## src/rtl/hazard_pkg.sv

```systemverilog
// Shared forwarding-mux encodings for the hazard unit.
// The select value 2'b11 is reserved and never produced.
package hazard_pkg;

    typedef enum logic [1:0] {
        FWD_RF  = 2'b00,
        FWD_WB  = 2'b01,
        FWD_MEM = 2'b10
    } fwd_t;

endpackage

```

## src/rtl/fwd_sel.sv

```systemverilog
// Single-operand forwarding select. Memory stage wins over Writeback.
// Latency: zero (combinational). Backpressure: none.
module fwd_sel
    import hazard_pkg::*;
(
    input  logic match_m,
    input  logic match_w,
    input  logic reg_write_m,
    input  logic reg_write_w,
    output fwd_t sel
);

    always_comb begin
        sel = FWD_RF;
        if (match_m && reg_write_m) begin
            sel = FWD_MEM;
        end else if (match_w && reg_write_w) begin
            sel = FWD_WB;
        end
    end

endmodule

```

## src/rtl/hazard_u.sv

```systemverilog
// Pipeline hazard unit: forwarding selects, load-use stall, saturating event counters.
// Latency: controls are combinational; counters and ldr_stall_q update on clk. Backpressure: none.
module hazard_u
    import hazard_pkg::*;
#(
    parameter int CNT_W = 16
) (
    input  logic             clk,
    input  logic             reset,
    input  logic             RegWriteW,
    input  logic             RegWriteM,
    input  logic             MemtoRegE,
    input  logic             Match_1E_M,
    input  logic             Match_1E_W,
    input  logic             Match_2E_M,
    input  logic             Match_2E_W,
    input  logic             Match_12D_E,
    output logic [1:0]       ForwardAE,
    output logic [1:0]       ForwardBE,
    output logic             LDRstall,
    output logic             StallF,
    output logic             StallD,
    output logic             FlushE,
    output logic [CNT_W-1:0] stall_cnt,
    output logic [CNT_W-1:0] fwdM_cnt,
    output logic [CNT_W-1:0] fwdW_cnt,
    output logic             ldr_stall_q
);

    localparam logic [CNT_W-1:0] CNT_ONE = {{(CNT_W-1){1'b0}}, 1'b1};
    localparam logic [CNT_W-1:0] CNT_MAX = {CNT_W{1'b1}};

    fwd_t sel_a;
    fwd_t sel_b;
    logic fwd_mem_evt;
    logic fwd_wb_evt;

    fwd_sel u_fwd_a (
        .match_m     (Match_1E_M),
        .match_w     (Match_1E_W),
        .reg_write_m (RegWriteM),
        .reg_write_w (RegWriteW),
        .sel         (sel_a)
    );

    fwd_sel u_fwd_b (
        .match_m     (Match_2E_M),
        .match_w     (Match_2E_W),
        .reg_write_m (RegWriteM),
        .reg_write_w (RegWriteW),
        .sel         (sel_b)
    );

    assign ForwardAE = sel_a;
    assign ForwardBE = sel_b;
    assign LDRstall  = Match_12D_E & MemtoRegE;
    assign StallF    = LDRstall;
    assign StallD    = LDRstall;
    assign FlushE    = LDRstall;

    // One event per cycle per stage, even when both operands forward from it.
    assign fwd_mem_evt = (sel_a == FWD_MEM) || (sel_b == FWD_MEM);
    assign fwd_wb_evt  = !fwd_mem_evt && ((sel_a == FWD_WB) || (sel_b == FWD_WB));

    always_ff @(posedge clk or negedge reset) begin
        if (!reset) begin
            stall_cnt   <= '0;
            fwdM_cnt    <= '0;
            fwdW_cnt    <= '0;
            ldr_stall_q <= 1'b0;
        end else begin
            ldr_stall_q <= LDRstall;
            if (LDRstall && stall_cnt != CNT_MAX) begin
                stall_cnt <= stall_cnt + CNT_ONE;
            end
            if (fwd_mem_evt && fwdM_cnt != CNT_MAX) begin
                fwdM_cnt <= fwdM_cnt + CNT_ONE;
            end
            if (fwd_wb_evt && fwdW_cnt != CNT_MAX) begin
                fwdW_cnt <= fwdW_cnt + CNT_ONE;
            end
        end
    end

endmodule

```

## config.mk

```make
export PLATFORM = sky130hd
export DESIGN_NAME = hazard_u
export DESIGN_NICKNAME = d
export VERILOG_FILES = /design/src/rtl/hazard_pkg.sv /design/src/rtl/fwd_sel.sv /design/src/rtl/hazard_u.sv
export SDC_FILE = /design/constraint.sdc
export NUM_CORES = 1
export LEC_CHECK = 0
export ABC_AREA = 0
export CAP_MARGIN = 20
export CORE_UTILIZATION = 38
export CTS_CLUSTER_DIAMETER = 120
export CTS_CLUSTER_SIZE = 8
export DETAILED_ROUTE_END_ITERATION = 10
export PLACE_DENSITY = 0.65
export SLEW_MARGIN = 20
export SYNTH_ARGS = -nofsm -noshare
export SYNTH_HDL_FRONTEND = slang
export SYNTH_SLANG_ARGS = --single-unit
```

## constraint.sdc

```tcl
create_clock -name clk -period 2.2 [get_ports clk]
set_input_delay 0.66 -clock clk [delete_from_list [all_inputs] [get_ports clk]]
set_output_delay 0.66 -clock clk [all_outputs]
set_load 0.05 [all_outputs]
```

==> results.ini <==
[final_layout]
fin_nets=335
post-route-util=0.5431
drive_gt1_frac=0.3230
area_delta_synth_final_pct=38.42
final_cells=399
stdcell_area_um2=3448
diodes=0

[setup_path]
worst_setup_path_end_kind=output port
critical_path_class=input pin to output port
worstPathArrival_ns=1.52
startpoint_type=input pin
worstPathRequired_ns=1.54
path_max_fanout=3

[timing]
report.final.slew_viol_count=0
fmax_mhz=459.2
worstMarginPinSlew_ns=0.5817
fin_skew_ns=0.007248
rsz0062_at_grt=false
hold_violations=0
relSlewSlack=0.6093
finalSetupViolCount=0
tns_ns=0
finalCritPeriodShare=0.9899
layout_setup_ws_ns=0.02218
finalCriticalPeriod_ns=2.178

[detailed_routing]
wl_per_cell_um=14.10
drc=0
antenna_left=0
vias=2116
first_pass_iters=4
drt-vias-per-instance=5.303
drt-total-wl_um=5625
drt-initial-drc-count=73

[clock_network]
cts_buffer_depth=2
ctsHtreeMaxLevel=2
clkTransAtPathRegs_ns=0.09
root_buffer=clkbuf_8
clock_sinks=49
clock_latency_ns=0.29
cts_buffers=5
cts_tree=done

[place]
placed_cell_area_um2=3322
routabilityCongestion=0.8205
dp_slack_ns=-0.2835
placed_cells=391
io_buffer_count=66
dp_hpwl_um=4150

[synth]
synth_fp_nets=249
synthFlopType=dfrtp_1
async_flop_share=1.000
netlist_instances=236
ys_seq_area_frac=0.4922
synth_edf_count=0
synth_xor_area_frac=0.1160
synth.distinct_cells=41
synth_compound_area_frac=0.05374
synthMuxAreaShare=0.03315
synthAdderAreaFrac=0.01507
ys_warn_count=0
yosys.area_share.simple=0.2732
synth-seq-cells=49
synth_top_family_by_area=simple AND/OR/NAND/NOR gates
avgSynthCellArea_um2=10.56
syn_area_um2=2491

[floorplan]
die_w_um=82.97
initial_core_util=0.3923
io_pins=67
die_area_um2=6883
num_rows=29
core_area_um2=6350
fp.dieH_um=82.97

[global_route]
gr-total-overflow=0
grt_pass1_vias=2033
antenna_found_initial=0
grt_max_degree=31
grt_usage=0.1695
grt_pass1_wl_um=9584

[power]
powerDensity_nw_per_um2=963.0
vdd_drop_max_v=0.0006462
leakage_nw=1.612

[outcome]
outcome=finished clean

[flow_run]
maxCapViolations=0

[min_path]
hp-class=input pin to asynchronous set/reset pin

final timing paths:
kind	start	end	slack [ns]	depth (start not counted)
min in group clk	stall_cnt[11]	stall_cnt[11]	0.52	1
max reg2reg	stall_cnt[0]	stall_cnt[1]	0.33	5
min	reset	stall_cnt[14]	0.32	1
max in group asynchronous	reset	fwdW_cnt[6]	1.34	2
max	Match_2E_W	ForwardBE[0]	0.02	4
min reg2reg	stall_cnt[11]	stall_cnt[11]	0.52	1
worst max-delay path: stages:
cell	delay [ns]
clkdlybuf4s50_1	0.51
nand2_2	0.08
nor2_4	0.12
buf_12	0.14
routing by layer:
metal / vias up / wire (um) / GRT usage
met5: - / 0 / 0
met2: 41 / 2726 / 0.2824
met3: 2 / 180 / 0.03082
li1: 1037 / - / -
met4: 0 / 29 / 0.05486
met1: 1036 / 2688 / 0.2233
synthesized netlist by cell type, types with 2 or more instances:
library cell / number / area, um^2
a31oi_1: 3 / 18.77
buf_4: 3 / 22.52
nand4_2: 3 / 37.54
mux2_2: 5 / 56.30
o21ai_0: 3 / 15.01
o21ai_1: 2 / 10.01
ha_1: 3 / 37.54
o21a_1: 4 / 30.03
xnor2_1: 16 / 140.1
nor3_1: 6 / 30.03
nor3b_1: 3 / 22.52
and2_1: 3 / 18.77
and3_1: 8 / 50.05
nor2b_1: 2 / 12.51
nand4_1: 18 / 112.6
clkbuf_1: 2 / 7.510
nand2_1: 16 / 60.06
or3_1: 2 / 12.51
nor4b_1: 2 / 17.52
nor4_1: 7 / 43.79
nand3_1: 22 / 110.1
o211ai_1: 2 / 15.01
dfrtp_1: 49 / 1226
nor2_1: 14 / 52.55
inv_1: 3 / 11.26
and4_1: 3 / 26.28
xor2_1: 17 / 148.9
a21oi_1: 2 / 10.01
metrics by stage:
stage,power [mW],hold slack [ns]
6_report,3.321,0.3205
5_1_grt,3.492,0.3430
4_1_cts,3.359,0.3309
3_5_place_dp,2.727,0.5083
3_3_place_gp,2.704,0.4938
2_1_floorplan,2.232,0.3644
state kept, by name, summed over array words and instances (netlist names):
signal,flops
fwdW_cnt,16
fwdM_cnt,16
ldr_stall_q,1
stall_cnt,16
where the power goes:
part	total (mW)	internal, mW	switching (mW)
clock network	0.618	0.331	0.287
logic	1.35	0.457	0.896
registers	1.35	1.07	0.277
cell type report:
cell class / instances / area, um^2
Clock buffer: 5 / 68.82
Sequential cell: 49 / 1226
Clock inverter: 2 / 35.03
Tap cell: 77 / 96.34
Multi-Input combinational cell: 179 / 1251
Fill cell: 582 / 2902
Inverter: 3 / 15.01
Timing Repair Buffer: 84 / 755.7
timing repair:
| action | CTS | global route |
|---|---|---|
| buffers inserted | 1 | 0 |
| endpoints found under the setup margin | 8 | 2 |
| hold buffers | 0 | 0 |
| pin swaps | 3 | 1 |
| gates resized for setup | 11 | 2 |
layout by cell type, fill, tap and decap left out, drive strengths merged, types with 4 or more instances in the layout:
cell type,count
buf,75
dfrtp,49
nand3,22
nand4,21
xor2,17
xnor2,16
nand2,16
nor2,15
nor4,9
and3,8
mux2,7
nor3,6
dlygate4sd2,6
clkbuf,5
o21ai,5
o21a,4
and2,4
kinds of logic after synthesis:
logic type / count (synthesis)
DFF: 49
xor gates and xnor gates: 33
AOI/OAI and AO/OA: 20
buffers and inverters: 8
adders and majority gates: 3
muxes: 7
and+or+nand+nor: 116
(Power assumes the default switching activity.)
==> patch 1, RTL diff (same settings) <==
Register the output `fwdM_cnt` once more, cleared by the reset; this adds one clock of latency there. The other outputs are not delayed to match.
--- a/src/rtl/hazard_u.sv
+++ b/src/rtl/hazard_u.sv
@@ -29,6 +29,8 @@
 
     localparam logic [CNT_W-1:0] CNT_ONE = {{(CNT_W-1){1'b0}}, 1'b1};
     localparam logic [CNT_W-1:0] CNT_MAX = {CNT_W{1'b1}};
+
+    logic [CNT_W-1:0] fwdM_cnt_s0;
 
     fwd_t sel_a;
     fwd_t sel_b;
@@ -65,7 +67,7 @@
     always_ff @(posedge clk or negedge reset) begin
         if (!reset) begin
             stall_cnt   <= '0;
-            fwdM_cnt    <= '0;
+            fwdM_cnt_s0 <= '0;
             fwdW_cnt    <= '0;
             ldr_stall_q <= 1'b0;
         end else begin
@@ -73,8 +75,8 @@
             if (LDRstall && stall_cnt != CNT_MAX) begin
                 stall_cnt <= stall_cnt + CNT_ONE;
             end
-            if (fwd_mem_evt && fwdM_cnt != CNT_MAX) begin
-                fwdM_cnt <= fwdM_cnt + CNT_ONE;
+            if (fwd_mem_evt && fwdM_cnt_s0 != CNT_MAX) begin
+                fwdM_cnt_s0 <= fwdM_cnt_s0 + CNT_ONE;
             end
             if (fwd_wb_evt && fwdW_cnt != CNT_MAX) begin
                 fwdW_cnt <= fwdW_cnt + CNT_ONE;
@@ -82,5 +84,13 @@
         end
     end
 
+    always_ff @(posedge clk or negedge reset) begin
+        if (!reset) begin
+            fwdM_cnt <= '0;
+        end else begin
+            fwdM_cnt <= fwdM_cnt_s0;
+        end
+    end
+
 endmodule
 
Check against the original RTL: not equivalent (Yosys sat finds a counterexample within 4 cycles, from zero or initial values and one cycle with reset low).
==> patch 1 against the original RTL <==
Wire length increased by 3.4%; worst setup slack improved by 0.022 ns; synthesized cell count increased by 4.7%; sequential cell count increased by 16; sequential power increased by 24%; synthesized area increased by 16%; power increased by 16%; design area increased by 15%; maximum frequency increased by 1.0%; global-route usage decreased by 0.40 points; largest power group unchanged.
==> patch 1: results (changes against the original RTL) <==
finalClockSkew_ns: 0.00678  # was 0.00725 ns
dp_slack_ns: -0.104  # was -0.283 ns
synth.area.mux_share_pct: 2.86  # was 3.31%
vias: 2230  # was 2116
fillCellCount: 671  # was 582
holdWs_ns: 0.327  # was 0.320 ns
totalWireLength_um: 5820  # was 5630 um
relSlewSlack_pct: 66.1  # was 60.9%
synth_xor_area_share_pct: 10.0  # was 11.6%
synthAdderAreaFrac_pct: 1.30  # was 1.51%
nets: 349  # was 335
path_max_fanout: 1  # was 3
grt_max_degree: 66  # was 31
wl_met3_um: 311  # was 180 um
synth_cell_types: 42  # was 41
placed_cells: 424  # was 391
crit_arrival_ns: 1.50  # was 1.52 ns
grt_pass1_vias: 2102  # was 2033
postSynthAreaPerCell_um2: 11.7  # was 10.6 um2
postCtsResizedCells: 12  # was 11
dr_wl_met2_um: 2700  # was 2730 um
total_leakage_power_nw: 1.85  # was 1.61 nW
hpwl_um: 4200  # was 4150 um
insertion_delay_ns: 0.33  # was 0.29 ns
grt_use_total_pct: 16.5  # was 17.0%
yosys-top-cells-area: "dfrtp_1 (56%), xnor2_1 (6.4%), nand4_1 (4.3%), xor2_1 (3.6%), and3_1 (2.6%)"  # was dfrtp_1 (49%), xor2_1 (6.0%), xnor2_1 (5.6%), nand4_1 (4.5%), nand3_1 (4.4%)
synth_compound_area_share_pct: 5.72  # was 5.37%
rrSetupSlack_ns: 0.26  # was 0.33 ns
placed_area_um2: 3800  # was 3320 um2
status: "finished, final reports clean"  # unchanged
drive_above_1_share_pct: 27.6  # was 32.3%
clkSlewWorstSetupHoldPaths_ns: 0.07  # was 0.09 ns
synth_nets: 260  # was 249
patch 1: changes by cell type after synthesis, moves of 4 or more:
cell / delta
dfrtp_1: +16
nand3_1: -11
a21oi_1: +7
nor2_1: -5
nor4_1: -5
xnor2_1: +5
xor2_1: -5
a31oi_1: +4
and3_1: +4
patch 1: power by group through the flow:
| stage | Clock, mW | Sequential (mW) | Combinational (mW) |
|---|---|---|---|
| 3_3_place_gp | 0 | 1.68 | 1.32 |
| 2_1_floorplan | 0 | 2.19 | 0.326 |
| 5_1_grt | 0.940 | 1.71 | 1.40 |
| 4_1_cts | 0.886 | 1.67 | 1.33 |
| 3_5_place_dp | 0 | 1.68 | 1.33 |
| 6_report | 0.851 | 1.67 | 1.32 |
patch 1: final cells by class:
| type | instances | area (um2) | share of cell area, % |
|---|---|---|---|
| repair buffers | 82 | 796 | 20.1 |
| well taps | 99 | 124 | 3.12 |
| clock inverters | 3 | 17.5 | 0.442 |
| inverters | 2 | 7.51 | 0.189 |
| flip-flops and latches | 65 | 1630 | 41.0 |
| multi-input cells | 176 | 1250 | 31.5 |
| clock buffers | 12 | 145 | 3.66 |
patch 1: worst paths after layout:
path	from	end	cells past startpoint
max	fwdM_cnt[6]$_DFF_PN0_	fwdM_cnt[6]	1
min reg2reg	fwdM_cnt_s0[13]$_DFFE_PN0P_	fwdM_cnt[13]$_DFF_PN0_	0
max reg2reg	stall_cnt[0]$_DFFE_PN0P_	stall_cnt[1]$_DFFE_PN0P_	5
max in group asynchronous	reset	fwdW_cnt[2]$_DFFE_PN0P_	2
min	reset	ldr_stall_q$_DFF_PN0_	2
min in group clk	fwdM_cnt_s0[13]$_DFFE_PN0P_	fwdM_cnt[13]$_DFF_PN0_	0
==> patch 2, RTL diff (config.mk and constraints unchanged) <==
Without the edit above. The parameter `CNT_W` goes from 16 to 18.
--- a/src/rtl/hazard_u.sv
+++ b/src/rtl/hazard_u.sv
@@ -3,7 +3,7 @@
 module hazard_u
     import hazard_pkg::*;
 #(
-    parameter int CNT_W = 16
+    parameter int CNT_W = 18
 ) (
     input  logic             clk,
     input  logic             reset,
Ports: changed (resized fwdM_cnt, fwdW_cnt and stall_cnt); port bits go from 67 to 73. No check against the original RTL was run, so the function may have changed too.
==> patch 2 against the original RTL <==
Power shrank 1.2%; design area grew 8.2%; sequential cell count grew 6; highest routed layer unchanged; clock skew shrank 0.0010 ns; largest cell class is now flip-flops and latches; wire length grew 2.1%; synthesized cell count grew 2.5%; worst setup slack gained 0.073 ns; maximum frequency grew 3.5%; synthesized area grew 8.6%.
==> patch 2: results (changes against the original RTL) <==
status: "finished, final reports clean"  # unchanged
drt_iter0_drc: 100  # was 73
vias: 2161  # was 2116
yosysSeqAreaShare_pct: 50.9  # was 49.2%
use_met1_pct: 23.4  # was 22.3%
grt_first_pass_wirelength_um: 9920  # was 9580 um
insertion_delay_ns: 0.31  # was 0.29 ns
met3_usage_pct: 4.38  # was 3.08%
hpwl_um: 4270  # was 4150 um
grt_use_total_pct: 16.9  # was 17.0%
use_met2_pct: 26.3  # was 28.2%
fillCellCount: 630  # was 582
ir_drop_uv: 516  # was 646 uV
crit_arrival_ns: 1.44  # was 1.52 ns
yosys-top-cells-area: "dfrtp_1 (51%), xnor2_1 (9.1%), nand3_1 (4.4%), xor2_1 (3.6%), nand4_1 (3.5%)"  # was dfrtp_1 (49%), xor2_1 (6.0%), xnor2_1 (5.6%), nand4_1 (4.5%), nand3_1 (4.4%)
path_max_fanout: 1  # was 3
synth_cell_types: 39  # was 41
drive_above_1_share_pct: 34.0  # was 32.3%
dp_slack_ns: -0.259  # was -0.283 ns
cts_buffers: 5  # unchanged
antenna_cells: 0  # unchanged
hold_path.class: "primary input to async pin"  # unchanged
largestRegisters: "fwdM_cnt: 18 flops, fwdW_cnt: 18 flops, stall_cnt: 18 flops"  # was fwdM_cnt: 16 flops, fwdW_cnt: 16 flops, stall_cnt: 16 flops
port_buffers: 72  # was 66
finalClockSkew_ns: 0.00623  # was 0.00725 ns
total_leakage_power_nw: 1.75  # was 1.61 nW
synth_commonest_cells: "dfrtp_1 (55), xnor2_1 (28), nand3_1 (24), nand2_1 (20), nor2_1 (17)"  # was dfrtp_1 (49), nand3_1 (22), nand4_1 (18), xor2_1 (17)
nets: 350  # was 335
totalWireLength_um: 5740  # was 5630 um
max_stage_delay_ns: 0.80  # was 0.51 ns
synth_nets: 255  # was 249
gpl.final_weighted_congestion: 0.779  # was 0.821
grt_pass1_vias: 2064  # was 2033
grt_max_degree: 35  # was 31
worstMarginPinSlew_ns: 0.507  # was 0.582 ns
-- patch 2: changes by cell type after synthesis, moves of 4 or more --
cell / before / now
a21oi_1: 2 / 8
a31oi_1: 3 / 7
dfrtp_1: 49 / 55
nand2_1: 16 / 20
nor4_1: 7 / 0
xnor2_1: 16 / 28
xor2_1: 17 / 11
-- patch 2: layout make-up --
type | count | area [um2] | area share [%]
timing repair buffer | 92 | 832 | 22.3
tap | 96 | 120 | 3.22
multi-input combinational | 180 | 1300 | 34.9
clock inverter | 3 | 20.0 | 0.537
clock buffer | 5 | 68.8 | 1.85
inverter | 3 | 11.3 | 0.302
sequential | 55 | 1380 | 36.9
-- patch 2: power by group --
group,switching (mW),internal (mW),total (mW)
combinational,0.882,0.453,1.33
clock,0.327,0.222,0.549
sequential,0.223,1.18,1.40
-- patch 2: repair_timing --
action / CTS / global route
setup buffers: 2 / 0
endpoints found under the setup margin: 10 / 2
pin swaps: 4 / 1
gates resized for setup: 14 / 1
-- patch 2: per-layer routing --
| layer | vias up | share of wire [%] |
|---|---|---|
| met3 | 5 | 5.7 |
| met4 | 0 | 0.99 |
| li1 | 1061 | - |
| met1 | 1034 | 48 |
| met5 | - | 0 |
| met2 | 61 | 45 |
-- patch 2: cell families after synthesis --
kind of cell / share of synthesized area, %
DFF: 50.9
and+or+nand+nor: 22.7
adders and majority gates: 1.39
AOI/OAI and AO/OA: 8.28
buffers and inverters: 1.67
muxes: 2.45
xor gates and xnor gates: 12.6
-- patch 2: worst paths after layout --
check                                    startpoint                         to  slack [ns]  cells past startpoint
setup / recovery              ldr_stall_q$_DFF_PN0_                ldr_stall_q         0.1                      1
hold / removal                                reset    fwdW_cnt[4]$_DFFE_PN0P_        0.31                      1
setup reg to reg            fwdW_cnt[1]$_DFFE_PN0P_    fwdW_cnt[0]$_DFFE_PN0P_        0.23                      6
hold reg to reg            stall_cnt[7]$_DFFE_PN0P_   stall_cnt[7]$_DFFE_PN0P_        0.50                      1
max in group asynchronous                     reset  stall_cnt[12]$_DFFE_PN0P_        1.34                      2
min in group clk           stall_cnt[7]$_DFFE_PN0P_   stall_cnt[7]$_DFFE_PN0P_        0.50                      1
-- patch 2: per-stage QoR --
stage	cell area (um2)	util (%)	std cells	power, mW	hold WS, ns
after global placement	3620	53.0	424	2.75	0.480
after CTS	3730	54.6	434	3.33	0.327
after global routing	3730	54.6	434	3.47	0.345
after detailed placement	3620	53.0	424	2.76	0.485
final	3730	54.6	434	3.28	0.312
after floorplan	2710	-	242	2.28	0.364
